<file path="src/rtl/tc_pkg.sv">
// rtl/tc_pkg.sv - shared types and helpers for the tensor-core A-operand distribution network
package tc_pkg;

    typedef enum logic [1:0] {
        TC_DN_BCAST   = 2'd0,
        TC_DN_SKEW    = 2'd1,
        TC_DN_SCATTER = 2'd2,
        TC_DN_RSVD    = 2'd3
    } tc_dn_mode_e;

    function automatic int tc_lane_w(input int num_tile, input int dw_data);
        return num_tile * dw_data;
    endfunction

    // The reserved encoding behaves as broadcast so mode_q never holds it.
    function automatic tc_dn_mode_e tc_dn_decode(input logic [1:0] m);
        case (m)
            2'd1:    return TC_DN_SKEW;
            2'd2:    return TC_DN_SCATTER;
            default: return TC_DN_BCAST;
        endcase
    endfunction

endpackage

</file>
<file path="src/rtl/tc_vec_fifo.sv">
// rtl/tc_vec_fifo.sv - vector FIFO with gated push, pop strobe and combinational head read
module tc_vec_fifo #(
    parameter int W     = 256,
    parameter int DEPTH = 4
) (
    input  logic         clk,
    input  logic         reset,
    input  logic         push_i,
    input  logic [W-1:0] push_data_i,
    input  logic         pop_i,
    output logic [W-1:0] head_data_o,
    output logic         empty_o,
    output logic         full_o
);

    localparam int AW = $clog2(DEPTH);

    logic [AW:0]  wr_ptr_q, wr_ptr_d;
    logic [AW:0]  rd_ptr_q, rd_ptr_d;
    logic [W-1:0] mem_q [DEPTH];

    // Extra pointer MSB distinguishes full from empty when the indices match.
    assign empty_o     = (wr_ptr_q == rd_ptr_q);
    assign full_o      = (wr_ptr_q[AW] != rd_ptr_q[AW]) && (wr_ptr_q[AW-1:0] == rd_ptr_q[AW-1:0]);
    assign head_data_o = mem_q[rd_ptr_q[AW-1:0]];

    always_comb begin
        wr_ptr_d = wr_ptr_q;
        rd_ptr_d = rd_ptr_q;
        if (push_i && !full_o) begin
            wr_ptr_d = wr_ptr_q + 1'b1;
        end
        if (pop_i && !empty_o) begin
            rd_ptr_d = rd_ptr_q + 1'b1;
        end
    end

    always_ff @(posedge clk or negedge reset) begin
        if (!reset) begin
            wr_ptr_q <= '0;
            rd_ptr_q <= '0;
        end else begin
            wr_ptr_q <= wr_ptr_d;
            rd_ptr_q <= rd_ptr_d;
        end
    end

    always_ff @(posedge clk) begin
        if (push_i && !full_o) begin
            mem_q[wr_ptr_q[AW-1:0]] <= push_data_i;
        end
    end

endmodule

</file>
<file path="src/rtl/tc_a_dn_param.sv">
// rtl/tc_a_dn_param.sv - A-operand distribution network: FIFO-buffered vectors fanned out to PE lanes
module tc_a_dn_param
    import tc_pkg::*;
#(
    parameter int NUM_TILE = 16,
    parameter int DW_DATA  = 16,
    parameter int N_PE     = 4,
    parameter int STEP     = 4,
    parameter int DEPTH    = 4
) (
    input  logic                              clk,
    input  logic                              reset,
    input  logic [1:0]                        mode,
    input  logic                              in_valid,
    output logic                              in_ready,
    input  logic [NUM_TILE*DW_DATA-1:0]       in_a,
    input  logic                              out_ready,
    output logic [N_PE-1:0]                   out_valid,
    output logic [N_PE*NUM_TILE*DW_DATA-1:0]  out_a,
    output logic                              busy
);

    localparam int LANE_W = tc_lane_w(NUM_TILE, DW_DATA);
    localparam int HC_W   = (STEP > 1) ? $clog2(STEP) : 1;
    localparam int RR_W   = (N_PE > 1) ? $clog2(N_PE) : 1;

    logic [LANE_W-1:0] head;
    logic              fifo_empty;
    logic              fifo_full;
    logic              issue;
    logic              pop;

    tc_dn_mode_e       mode_q, mode_d;
    logic [HC_W-1:0]   hold_cnt_q, hold_cnt_d;
    logic [RR_W-1:0]   rr_ptr_q, rr_ptr_d;
    logic [N_PE-1:0]   valid_q, valid_d;
    logic [LANE_W-1:0] lane_q [N_PE];
    logic [LANE_W-1:0] lane_d [N_PE];

    assign in_ready = !fifo_full;
    assign busy     = !fifo_empty || (|valid_q) || (hold_cnt_q != '0);
    assign issue    = out_ready && !fifo_empty;
    assign pop      = issue && (hold_cnt_q == HC_W'(STEP - 1));

    tc_vec_fifo #(
        .W     (LANE_W),
        .DEPTH (DEPTH)
    ) u_fifo (
        .clk         (clk),
        .reset       (reset),
        .push_i      (in_valid && !fifo_full),
        .push_data_i (in_a),
        .pop_i       (pop),
        .head_data_o (head),
        .empty_o     (fifo_empty),
        .full_o      (fifo_full)
    );

    always_comb begin
        mode_d     = mode_q;
        hold_cnt_d = hold_cnt_q;
        rr_ptr_d   = rr_ptr_q;
        valid_d    = valid_q;
        lane_d     = lane_q;

        if (!busy) begin
            mode_d = tc_dn_decode(mode);
        end

        if (issue) begin
            hold_cnt_d = pop ? '0 : hold_cnt_q + 1'b1;
        end

        if (pop && (mode_q == TC_DN_SCATTER)) begin
            rr_ptr_d = (rr_ptr_q == RR_W'(N_PE - 1)) ? '0 : rr_ptr_q + 1'b1;
        end

        // Without out_ready nothing below moves, so the PE array sees a stable beat.
        if (out_ready) begin
            case (mode_q)
                TC_DN_SKEW: begin
                    valid_d[0] = issue;
                    if (issue) begin
                        lane_d[0] = head;
                    end
                    for (int p = 1; p < N_PE; p++) begin
                        lane_d[p]  = lane_q[p-1];
                        valid_d[p] = valid_q[p-1];
                    end
                end
                TC_DN_SCATTER: begin
                    valid_d = '0;
                    if (issue) begin
                        lane_d[rr_ptr_q]  = head;
                        valid_d[rr_ptr_q] = 1'b1;
                    end
                end
                default: begin
                    valid_d = issue ? '1 : '0;
                    if (issue) begin
                        for (int p = 0; p < N_PE; p++) begin
                            lane_d[p] = head;
                        end
                    end
                end
            endcase
        end
    end

    always_ff @(posedge clk or negedge reset) begin
        if (!reset) begin
            mode_q     <= TC_DN_BCAST;
            hold_cnt_q <= '0;
            rr_ptr_q   <= '0;
            valid_q    <= '0;
            for (int p = 0; p < N_PE; p++) begin
                lane_q[p] <= '0;
            end
        end else begin
            mode_q     <= mode_d;
            hold_cnt_q <= hold_cnt_d;
            rr_ptr_q   <= rr_ptr_d;
            valid_q    <= valid_d;
            lane_q     <= lane_d;
        end
    end

    assign out_valid = valid_q;

    for (genvar g = 0; g < N_PE; g++) begin : g_lane
        assign out_a[g*LANE_W +: LANE_W] = lane_q[g];
    end

endmodule

</file>
<file path="config.mk">
export PLATFORM = sky130hd
export DESIGN_NAME = tc_a_dn_param
export DESIGN_NICKNAME = d
export VERILOG_FILES = /design/src/rtl/tc_pkg.sv /design/src/rtl/tc_vec_fifo.sv /design/src/rtl/tc_a_dn_param.sv
export SDC_FILE = /design/constraint.sdc
export NUM_CORES = 2
export LEC_CHECK = 0
export BUFFER_PORTS_ARGS = -buffer_cell sky130_fd_sc_hd__buf_2
export CORE_AREA = 5 5 503 505
export CTS_CLUSTER_DIAMETER = 30
export DETAILED_ROUTE_END_ITERATION = 12
export DIE_AREA = 0 0 508 510
export SYNTH_ARGS = -nofsm -noshare
export SYNTH_HDL_FRONTEND = slang
export SYNTH_SLANG_ARGS = --single-unit
</file>
<file path="constraint.sdc">
create_clock -name clk -period 10.9 [get_ports clk]
set_input_delay 2.18 -clock clk [delete_from_list [all_inputs] [get_ports clk]]
set_output_delay 2.18 -clock clk [all_outputs]
set_load 0.02 [all_outputs]
</file>
==> results.txt <==
Status = finished clean
Initial antenna violation count = 114
RSZ-0062 raised after global routing = false
Critical Path Fanout Max = 42
Min Tclk post-route = 5.36 ns
Pins Over Slew Limit = 0
Worst r2r dst = out_a[359]
Mapped Cells = 5191
Synth Net Count = 5466
Core Area = 248000 µm²
Post-synthesis sequential area ratio = 69.9%
Leakage = 43.4 nW
Die Height = 510 µm
CP required = 8.72 ns
Tot GR Track Use = 20.8%
P_sw = 15.6 mW
Worst path slowest cell = dfrtp_4
Crit-path cells = xor2_1 -> nor3_1 -> nand3_1 -> buf_2
Clk root buf = clkbuf_16
Fmax achieved = 186 MHz
Post-CTS setup buffer count = 0
Commonest non-fill, non-tap cell in the layout = buf_2
Antenna Nets Post-Route = 0
DRT Pass-1 Iters = 6
Slew at the pin closest to its max-slew limit = 1.30 ns
Final Cycle Share = 49.2%
Largest net degree at the start of global routing = 195
Ports = 1292
Synth Area per Inst = 15.7 µm²
DIE AREA = 259000 µm²
Global-route wire length before repair = 406000 µm
# DRC = 0
Total chip power = 39.9 mW
Reg2Reg Launch Point = u_fifo.rd_ptr_q[1]
Slew headroom = 13.2%
Crit path DAT = 3.18 ns
Gr ovfl total = 0
Share of cells above drive strength 1 = 34.0%
Die X-Extent = 508 µm
Via Count = 57148
Reg2reg setup slack = 6.04 ns
DRT iter0 DRCs = 5716
Hold Path End = out_a[599]
Worst-skew pair later-pin latency = 0.98 ns
Cell Area, Synth = 81300 µm²
Vias in the first global route = 55932
Post-synthesis register bit count = 2064
Area delta synth->final = 29.4%
Crit path largest cell delay = 0.92 ns
H-tree Lvls = 5
Cell internal pwr = 24.3 mW
GP Congestion = 0.866
Most frequent cells in the layout = buf_2 (1290), dfrtp_1 (1038), edfxtp_1 (1024)
Final hold vios = 0
Sum Neg Setup Slack = 0 ns
Max Cap Viol = 0
Final setup vio count = 0
Pre-CTS setup slack = 5.51 ns
Worst-path clk slew = 0.05 ns
Setup WS post-layout = 5.54 ns
Startpoint Class = flip-flop
Rows = 183
Switching Fraction = 39.1%
CTS max path bufs = 4
Clk_skew = 0.167 ns
Wirelength per Cell = 27.7 µm
Final wirelength = 283000 µm
Worst Hold Path Cells = 1
DR vias/cell = 5.59
Final nets = 6767
Hpwl dp = 181000 µm
Number of buffers created by CTS = 410
Sequential power share = 32.4%
Unique masters post-synth = 30
Cts hold-fix bufs = 0
Starting Density = 32.8%
Post_cts resized = 0
Worst min path class = flip-flop to flip-flop
Clock Sinks = 2064
Crit. End Element = output port
Clock share of power = 31.6%
Hold_sp = out_a[343]
Crit Path Category = flip-flop to output port
Synth Warn # = 0
# port buffers = 1291
PwrDens = 379 nW/µm²
Logic pwr share = 36.0%
VDD IR max = 238 µV
Worst R2R Path Depth = 7
TritonCTS clock tree = yes
## per-stage QoR
step,std cells,hold WS [ns],utilization [%],cell area [µm²]
2_1_floorplan,5191,0.498,-,81300
3_3_place_gp,9410,0.490,36.7,91000
3_5_place_dp,9410,0.492,36.7,91000
4_1_cts,10160,0.452,42.4,105000
5_1_grt,10199,0.485,42.4,105000
6_report,10216,0.447,42.5,105000
## critical path, delay by kind of cell, from the launching register on
family / cells / cell delay, ns
xor gates and xnor gates: 1 / 0.32
buffers and inverters: 1 / 0.24
DFF: 1 / 0.92
and+or+nand+nor: 2 / 0.77
## worst max-delay path by stage
stage / startpoint / cells past startpoint / slack, ns / end
detailed placement: out_ready / 7 / 5.51 / out_a[871]
finish: u_fifo.rd_ptr_q[1] / 4 / 5.54 / busy
CTS: u_fifo.rd_ptr_q[1] / 4 / 5.45 / busy
floorplan: in_valid / 1 / 2.16 / u_fifo.mem_q[3][0]
global placement: out_ready / 7 / 5.57 / out_a[899]
global route: u_fifo.rd_ptr_q[1] / 4 / 5.35 / busy
## layer usage
layer	vias to the layer above	global-route usage (%)	wire, µm
li1	23823	-	-
met2	3036	32.6	132000
met5	-	0	609
met1	29576	26.4	111000
met3	617	7.41	29400
met4	96	8.10	10300
## state kept, by name (all words and copies together), names as in the netlist
| register | flops |
|---|---|
| hold_cnt_q | 2 |
| u_fifo.wr_ptr_q | 3 |
| u_fifo.rd_ptr_q | 3 |
| mode_q | 2 |
| out_a | 1024 |
| rr_ptr_q | 2 |
| u_fifo.mem_q | 1024 |
| out_valid | 4 |
## synth_stat cells
cell type	number	share of area, %
xnor2_1	4	0.043
a21oi_1	6	0.037
o2bb2ai_1	256	2.8
mux2i_1	514	6.3
o21ai_0	2	0.012
ha_1	13	0.20
nor3b_1	1	0.0092
buf_2	218	1.3
and3_1	5	0.038
nand2_1	4	0.018
o21bai_1	3	0.028
nor2b_1	4	0.031
a2bb2oi_1	3	0.032
clkbuf_1	248	1.1
a211o_1	1	0.011
o21ai_1	1	0.0062
a221o_1	768	9.5
buf_1	19	0.088
dfrtp_1	1040	32
o31a_1	1	0.011
xor2_1	4	0.043
or3_1	1	0.0077
nand3_1	2	0.012
o41ai_4	1	0.034
nor2_1	6	0.028
nand2b_1	2	0.015
nor3_1	769	4.7
mux2_2	261	3.6
edfxtp_1	1024	38
inv_1	10	0.046
## power by group through the flow
stage / clock (mW) / combinational (mW) / sequential [mW]
floorplan: 0 / 7.09 / 14.6
global placement: 0 / 14.2 / 12.9
detailed placement: 0 / 14.4 / 13.0
CTS: 12.8 / 14.4 / 12.9
global route: 13.2 / 15.2 / 13.1
finish: 12.6 / 14.3 / 12.9
## cell families after synthesis
logic type      Yosys count  share of synthesized area [%]
buf+inv                 495                           2.62
mux                     775                           9.95
xor+xnor                  8                         0.0862
simple gates            794                           4.90
flops                  2064                           69.9
compound gates         1042                           12.4
fa+ha+maj                13                          0.200
## area by class of cell
| type | count | area [µm²] |
|---|---|---|
| Clock buffer | 496 | 11000 |
| Multi-Input combinational cell | 2632 | 22500 |
| Tap cell | 3330 | 4170 |
| Sequential cell | 2064 | 56800 |
| Antenna cell | 56 | 140 |
| Clock inverter | 254 | 3080 |
| Inverter | 10 | 37.5 |
| Timing Repair Buffer | 1374 | 7490 |
| Fill cell | 22363 | 143000 |
Note: power is estimated with default switching activity, not from simulation.
